[src/rtl/mult_arb_pkg.sv]
// mult_arb_pkg: shared FSM state encoding and default timeout for mult_arb
package mult_arb_pkg;
  typedef enum logic [2:0] {IDLE, ISSUE, WAIT_HI, WAIT_LO, DONE} state_t;
  localparam int TMO_DEF = 4;
endpackage

[src/rtl/mult_arb_rr_pick.sv]
// rr_pick: one-hot round-robin selection, searching from the slot after ptr
module rr_pick #(
  parameter int N = 4
) (
  input  logic [N-1:0]         req,
  input  logic [$clog2(N)-1:0] ptr,
  output logic [N-1:0]         gnt
);
  localparam int IW = $clog2(N);
  logic [IW-1:0] idx;
  // scan farthest-first so the nearest requester after ptr is written last and wins
  always_comb begin
    gnt = '0;
    idx = '0;
    for (int k = N; k >= 1; k--) begin
      idx = IW'((int'(ptr) + k) % N);
      if (req[idx]) gnt = N'(1) << idx;
    end
  end
endmodule

[src/rtl/mult_arb.sv]
// mult_arb: round-robin arbiter sharing one external multiplier among N requesters
module mult_arb
  import mult_arb_pkg::*;
#(
  parameter int N     = 4,
  parameter int WIDTH = 8,
  parameter int TMO   = TMO_DEF
) (
  input  logic               clk,
  input  logic               rst_n,
  input  logic [N-1:0]       req,
  input  logic [N*WIDTH-1:0] req_a,
  input  logic [N*WIDTH-1:0] req_b,
  output logic [N-1:0]       gnt,
  output logic [N-1:0]       done,
  output logic [2*WIDTH-1:0] res,
  output logic               err,
  output logic               mul_start,
  output logic [WIDTH-1:0]   mul_a,
  output logic [WIDTH-1:0]   mul_b,
  input  logic               mul_busy,
  input  logic [2*WIDTH-1:0] mul_o
);
  localparam int IW = $clog2(N);
  localparam int TW = $clog2(TMO) + 1;
  state_t        state;
  logic [IW-1:0] ptr, gidx, pidx;
  logic [TW-1:0] tcnt;
  logic [N-1:0]  pick;
  rr_pick #(.N(N)) u_pick (.req(req), .ptr(ptr), .gnt(pick));
  // binary index of the picked requester, used for operand muxing and pointer update
  always_comb begin
    pidx = '0;
    for (int i = 0; i < N; i++) if (pick[i]) pidx = IW'(i);
  end
  // arbitration and multiplier handshake sequencer with registered outputs
  always_ff @(posedge clk or negedge rst_n) begin
    if (!rst_n) begin
      state     <= IDLE;
      gnt       <= '0;
      done      <= '0;
      err       <= 1'b0;
      res       <= '0;
      mul_start <= 1'b0;
      mul_a     <= '0;
      mul_b     <= '0;
      ptr       <= IW'(N - 1);
      gidx      <= '0;
      tcnt      <= '0;
    end else begin
      mul_start <= 1'b0;
      done      <= '0;
      err       <= 1'b0;
      case (state)
        IDLE: if (|req) begin
          state     <= ISSUE;
          gnt       <= pick;
          gidx      <= pidx;
          mul_start <= 1'b1;
          mul_a     <= req_a[pidx*WIDTH +: WIDTH];
          mul_b     <= req_b[pidx*WIDTH +: WIDTH];
        end
        ISSUE: begin
          state <= WAIT_HI;
          tcnt  <= '0;
        end
        WAIT_HI: if (mul_busy) state <= WAIT_LO;
        else if (tcnt == TW'(TMO - 1)) begin
          err   <= 1'b1;
          gnt   <= '0;
          ptr   <= gidx;
          state <= IDLE;
        end else tcnt <= tcnt + 1'b1;
        WAIT_LO: if (!mul_busy) begin
          res   <= mul_o;
          done  <= gnt;
          state <= DONE;
        end
        DONE: begin
          ptr   <= gidx;
          gnt   <= '0;
          state <= IDLE;
        end
        default: state <= IDLE;
      endcase
    end
  end
endmodule

[config.mk]
export PLATFORM = sky130hd
export DESIGN_NAME = mult_arb
export DESIGN_NICKNAME = d
export VERILOG_FILES = /design/src/rtl/mult_arb_pkg.sv /design/src/rtl/mult_arb_rr_pick.sv /design/src/rtl/mult_arb.sv
export SDC_FILE = /design/constraint.sdc
export NUM_CORES = 1
export LEC_CHECK = 0
export BUFFER_PORTS_ARGS = -buffer_cell sky130_fd_sc_hd__buf_2
export CORE_ASPECT_RATIO = 0.8
export CORE_MARGIN = 2
export CORE_UTILIZATION = 51
export DETAILED_ROUTE_END_ITERATION = 7
export GPL_ROUTABILITY_DRIVEN = 1
export PLACE_DENSITY_LB_ADDON = 0.3
export SLEW_MARGIN = 30
export SYNTH_ARGS = -nofsm -noshare
export SYNTH_HDL_FRONTEND = slang
export SYNTH_SLANG_ARGS = --single-unit
[constraint.sdc]
create_clock -name clk -period 7.2 [get_ports clk]
set_clock_uncertainty 0.15 [all_clocks]
set_input_delay 0.72 -clock clk [delete_from_list [all_inputs] [get_ports clk]]
set_output_delay 0.72 -clock clk [all_outputs]
set_load 0.02 [all_outputs]
==> results of run 1 <==
final timing paths:
| check | slack (ns) | start | end |
|---|---|---|---|
| max reg2reg | 3.50 | ptr[0] | mul_b[3] |
| min in group clk | 0.35 | gidx[1] | gidx[1] |
| max | 3.50 | ptr[0] | mul_b[3] |
| max in group asynchronous | 6.19 | rst_n | tcnt[0] |
| min | 0.28 | rst_n | res[14] |
| min reg2reg | 0.35 | gidx[1] | gidx[1] |
cells in the mapped netlist (2+ instances only):
cell type   n  area, µm²
dfrtp_1    50       1250
mux2i_1    32        320
mux2_2     18        203
nand4_1    15       93.8
nand2_1    12       45.0
o221ai_2   11        165
ha_1        9        113
inv_1       9       33.8
buf_2       8       40.0
a21oi_1     7       35.0
buf_6       5       56.3
nor2_1      5       18.8
o21ai_0     5       25.0
o221ai_1    5       43.8
and3_1      4       25.0
a21o_1      3       22.5
and2_1      3       18.8
mux4_2      3       67.6
nand3b_1    3       22.5
a211o_1     2       17.5
clkbuf_1    2       7.51
dfstp_2     2       52.6
nor3b_1     2       15.0
or4_1       2       15.0
sequential cells by signal, indices dropped and copies added (netlist names), 2 cells and up:
name and count:
res 16, mul_a 8, mul_b 8, done 4, gnt 4, state 3
tcnt 3, gidx 2, ptr 2
worst max-delay path, cell delays in order (launching register included):
cell and delay, ns:
dfstp_2 0.67, inv_1 0.14, ha_1 0.34, mux4_2 0.40, a21oi_1 0.18, a221o_1 0.66, and2_1 0.76, o221ai_1 0.23
per-stage QoR:
| step | setup WS (ns) | utilization [%] | power, mW | instance area [µm²] |
|---|---|---|---|---|
| floorplan | 4.41 | - | 1.41 | 2920 |
| global placement | 3.26 | 64.6 | 1.59 | 3550 |
| detailed placement | 3.28 | 64.6 | 1.62 | 3550 |
| CTS | 3.51 | 66.1 | 1.79 | 3630 |
| global route | 3.27 | 66.1 | 1.91 | 3630 |
| finish | 3.50 | 66.1 | 1.77 | 3630 |
layer usage:
metal  global-route usage [%]  up-vias  wire, µm
met5                        0        -         0
met4                     6.57        0        74
met3                     4.03        7       343
met2                     33.7       79      3290
met1                     31.3     1167      3080
li1                         -     1141         -
cell families (layout without fill, tap and decap cells):
kind of cell	count (synthesis)	after routing	share of synthesized area [%]
flip-flops	52	52	44.6
multiplexers	54	54	21.1
adder cells (fa/ha/maj)	9	9	3.85
buffers and inverters	26	146	5.52
AND/OR/NAND/NOR	51	51	10.4
AO/OA/AOI/OAI	45	45	14.6
power breakdown:
| part | internal, mW | switching (mW) | total, mW |
|---|---|---|---|
| Clock | 0.0684 | 0.0914 | 0.160 |
| Combinational | 0.453 | 0.637 | 1.09 |
| Sequential | 0.431 | 0.0930 | 0.524 |
| Total | 0.952 | 0.822 | 1.77 |
final cells by class:
type,instances,area share [%]
clock buffers,7,2.10
clock inverters,1,0.138
inverters,9,0.930
multi-input cells,159,40.4
flip-flops and latches,52,35.9
well taps,78,2.69
repair buffers,129,17.9
==> reports/qor.csv, run 1 <==
stage,metric,value,unit
detailed_routing,Final ANT Viol Nets,0,
run_status,status,"finished, final reports clean",
sta,Setup TNS Final,0,ns
layout,layout cell share with drive strength beyond 1,49.3,%
logic_synthesis,number of synthesized register bits,52,
detailed_routing,final WL,6780,µm
cts,"Hold-fix buffers, CTS",0,
flow_run,total of max-cap violations,0,
floorplanning,Starting Density,53.2,%
sta,Final min period,3.70,ns
critical_path,FF-to-FF path depth,7,
grt,antenna violations before repair,0,
detailed_routing,DRT iter0 DRCs,96,
layout,Reg area,1300,µm²
cts,CTS H-tree depth,2,
layout,"most common cell after layout, fill and taps aside",buf_2,
sta,worst hold slack,0.280,ns
floorplanning,num rows,24,
cts,setup repair bufs after CTS,0,
detailed_routing,DR DRC count,0,
cts,total CTS buffers,5,
placed_design,hpwl dp,5090,µm
detailed_routing,post-DR wirelength/cell,15.6,µm
placed_design,I/O Buffers,128,
logic_synthesis,syn nets,333,
sta,Final Hold Vio Count,0,
cts,CTS resizes,0,
grt,Total GRT Usage,21.8,%
logic_synthesis,number of synthesis warnings,0,
critical_path,data arrival time of the critical path,3.70,ns
critical_path,endpoint class of the critical path,register,
logic_synthesis,Unique masters post-synth,44,
logic_synthesis,Async SR Flop Fraction,100,%
logic_synthesis,sequential element share of the synthesized area,44.6,%
placed_design,RD Place Congestion,0.815,
pwr,leak pwr,1.87,nW
pwr,worst IR drop on VDD,0.240,mV
sta,Slew @ Worst Pin,0.907,ns
critical_path,CP Class,reg2reg,
cts,Clock Tree Root,clkbuf_8,
grt,global-route wire length before repair,10700,µm
cts,later-pin clock latency in the skew report,0.31,ns
layout,number of diodes,0,
detailed_routing,DR pass1 iterations,4,
floorplanning,Die W,88.7,µm
grt,total grt overflow,0,
sta,final setup violation count,0,
cts,clock-pin slew on the worst setup and hold paths,0.09,ns
grt,vias in the first global route,2234,
logic_synthesis,synthesized area,2920,µm²
layout,most frequent cells in the layout,"buf_2, dfrtp_1, mux2i_1, mux2_2, nand4_1",
sta,FMAX,270,MHz
critical_path,worst-path maximum fanout,20,
layout,fillers,458,
grt,largest net degree at the start of global routing,53,
pwr,Power Dens Cells,488,nW/µm²
floorplanning,Ports,129,
cts,TritonCTS clock tree,built,
logic_synthesis,cells after synthesis,237,
detailed_routing,vias per cell,5.50,
layout,Layout area overhead,24.3,%
logic_synthesis,"EDFF count, synth",0,
critical_path,Worst EP required,7.20,ns
cts,Num Clock Sinks,52,
sta,Max Slew Vio Count,0,
sta,unrepaired setup endpoints after global routing,no,
critical_path,startpoint types,register,
layout,fin cells,435,
logic_synthesis,Syn Area/Cell,12.3,µm²
floorplanning,area of the die,6360,µm²
layout,Final #Nets,452,
logic_synthesis,Post-synth top flop,dfrtp_1,
floorplanning,Die Ht,71.7,µm
sta,max_slew headroom,39.5,%
detailed_routing,DR vias,2394,
sta,final period utilization,51.4,%
cts,Longest Clk Path Bufs,2,
worst_hold_path,class of the worst hold path,in2async,
placed_design,Inst Count DP,427,
layout,area of the multi-input gates,1470,µm²
floorplanning,core area,5500,µm²
Note: power is estimated with default switching activity, not from simulation.
==> run 2, diff against run 1 <==
- CORE_UTILIZATION: 51 -> 48
- clock period: 7.2 -> 3.6 ns (I/O delays scaled with it)
==> reports/qor.csv, run 2 (same netlist as run 1, synthesis figures left out) <==
stage,metric,value,unit,change
detailed_routing,met1 wire length,3050,µm,was 3080 µm
critical_path,CP Class,reg2reg,,unchanged
sta,Final Hold Vio Count,0,,unchanged
detailed_routing,DRT iter0 DRCs,88,,was 96
detailed_routing,vias per cell,5.44,,was 5.50
critical_path,Worst EP required,3.60,ns,was 7.20 ns
placed_design,hpwl dp,5280,µm,was 5090 µm
cts,total CTS buffers,5,,unchanged
cts,CTS H-tree depth,2,,unchanged
critical_path,startpoint types,register,,unchanged
cts,Clock Tree Root,clkbuf_8,,unchanged
detailed_routing,DR DRC count,0,,unchanged
layout,Final #Nets,460,,was 452
detailed_routing,Final ANT Viol Nets,0,,unchanged
grt,Total GRT Usage,20.7,%,was 21.8%
sta,final period utilization,85.9,%,was 51.4%
cts,later-pin clock latency in the skew report,0.30,ns,was 0.31 ns
detailed_routing,final WL,7020,µm,was 6780 µm
flow_run,total of max-cap violations,0,,unchanged
layout,layout cell share with drive strength beyond 1,50.4,%,was 49.3%
detailed_routing,post-DR wirelength/cell,15.7,µm,was 15.6 µm
critical_path,CP peak stage delay,0.67,ns,was 0.76 ns
floorplanning,num rows,25,,was 24
sta,max_slew headroom,44.9,%,was 39.5%
floorplanning,Die Ht,73.8,µm,was 71.7 µm
grt,largest net degree at the start of global routing,35,,was 53
critical_path,crit-path cells,inv_1 -> ha_1 -> mux4_2 -> a21oi_1 -> a221o_1 -> and2_1 -> o221ai_1,,unchanged
sta,worst hold slack,0.137,ns,was 0.280 ns
placed_design,RD Place Congestion,0.783,,was 0.815
cts,Longest Clk Path Bufs,2,,unchanged
detailed_routing,WL met2,3480,µm,was 3290 µm
worst_hold_path,class of the worst hold path,in2reg,,was in2async
detailed_routing,top layer in use,met4,,unchanged
pwr,leak pwr,1.92,nW,was 1.87 nW
pwr,worst IR drop on VDD,0.431,mV,was 0.240 mV
sta,Setup TNS Final,0,ns,unchanged
cts,Num Clock Sinks,52,,unchanged
floorplanning,core area,5910,µm²,was 5500 µm²
grt,global-route wire length before repair,11100,µm,was 10700 µm
sta,Slew @ Worst Pin,0.827,ns,was 0.907 ns
placed_design,I/O Buffers,128,,unchanged
detailed_routing,Met3 Routed Length,423,µm,was 343 µm
grt,antenna violations before repair,0,,unchanged
sta,Max Slew Vio Count,0,,unchanged
cts,TritonCTS clock tree,built,,unchanged
pwr,Power Dens Cells,994,nW/µm²,was 488 nW/µm²
sta,FMAX,323,MHz,was 270 MHz
floorplanning,Die W,91.3,µm,was 88.7 µm
critical_path,CP max stage cell,and2_1,,unchanged
layout,number of flip-flops in the largest register,16,,unchanged
sta,unrepaired setup endpoints after global routing,no,,unchanged
detailed_routing,DR pass1 iterations,5,,was 4
critical_path,worst path bufs/invs,1,,unchanged
layout,Layout area overhead,27.4,%,was 24.3%
layout,Largest Register,res,,unchanged
floorplanning,Starting Density,49.5,%,was 53.2%
layout,"most common cell after layout, fill and taps aside",buf_2,,unchanged
cts,clock-pin slew on the worst setup and hold paths,0.09,ns,about the same
floorplanning,area of the die,6740,µm²,was 6360 µm²
sta,Final min period,3.09,ns,was 3.70 ns
critical_path,data arrival time of the critical path,3.09,ns,was 3.70 ns
run_status,status,"finished, final reports clean",,unchanged
cts,setup repair bufs after CTS,0,,unchanged
critical_path,family with the most delay on the worst path,simple AND/OR/NAND/NOR gates,,was compound AO/OA/AOI/OAI gates
floorplanning,Ports,129,,unchanged
sta,final setup violation count,0,,unchanged
critical_path,endpoint class of the critical path,register,,unchanged
grt,vias in the first global route,2399,,was 2234
layout,number of diodes,0,,unchanged
detailed_routing,DR vias,2427,,was 2394
layout,most frequent cells in the layout,"buf_2, dfrtp_1, mux2i_1, mux2_2, nand4_1",,unchanged
critical_path,worst-path maximum fanout,15,,was 20
layout,Regs by FF count,"res x16, mul_a x8, mul_b x8",,unchanged
grt,total grt overflow,0,,unchanged
run 2: final timing paths:
path | from | to | slack (ns) | depth (start not counted)
min in group asynchronous | rst_n | res[10] | 0.52 | 2
setup / recovery | ptr[0] | mul_b[3] | 0.51 | 7
max in group asynchronous | rst_n | ptr[0] | 1.99 | 3
hold reg to reg | tcnt[0] | tcnt[0] | 0.34 | 1
hold / removal | mul_o[11] | res[11] | 0.14 | 2
setup reg to reg | ptr[0] | mul_b[3] | 0.51 | 7
run 2: repair_timing:
action,in CTS,in global routing
gates resized for setup,0,0
hold endpoints to repair,33,0
endpoints found under the setup margin,0,0
hold buffers,1,0
run 2: stage by stage:
step	total power, mW	setup slack, ns	cell area, µm²	instances	utilization (%)
after detailed placement	3.31	0.522	3600	437	61.0
after global routing	3.95	0.296	3730	446	63.0
final	3.70	0.507	3730	446	63.0
after floorplan	2.82	0.809	2920	237	-
after global placement	3.25	0.643	3600	437	61.0
after CTS	3.72	0.498	3730	446	63.0
run 2: cell type report:
type                    instances  area [µm²]
clock buffers                   5        68.8
flip-flops and latches         52        1300
multi-input cells             159        1470
repair buffers                137         711
fillers                       489        2190
inverters                       9        33.8
well taps                      81         101
clock inverters                 3        42.5
run 2: where the power goes:
group	switching, mW	total, mW	internal (mW)
Combinational	1.30	2.26	0.967
Sequential	0.179	1.04	0.861
Clock	0.194	0.400	0.206
run 2: layer usage:
layer / vias to the layer above / track usage [%]
met5: - / 0
met4: 0 / 6.06
met3: 7 / 4.51
met2: 98 / 35.6
met1: 1172 / 26.8
li1: 1150 / -
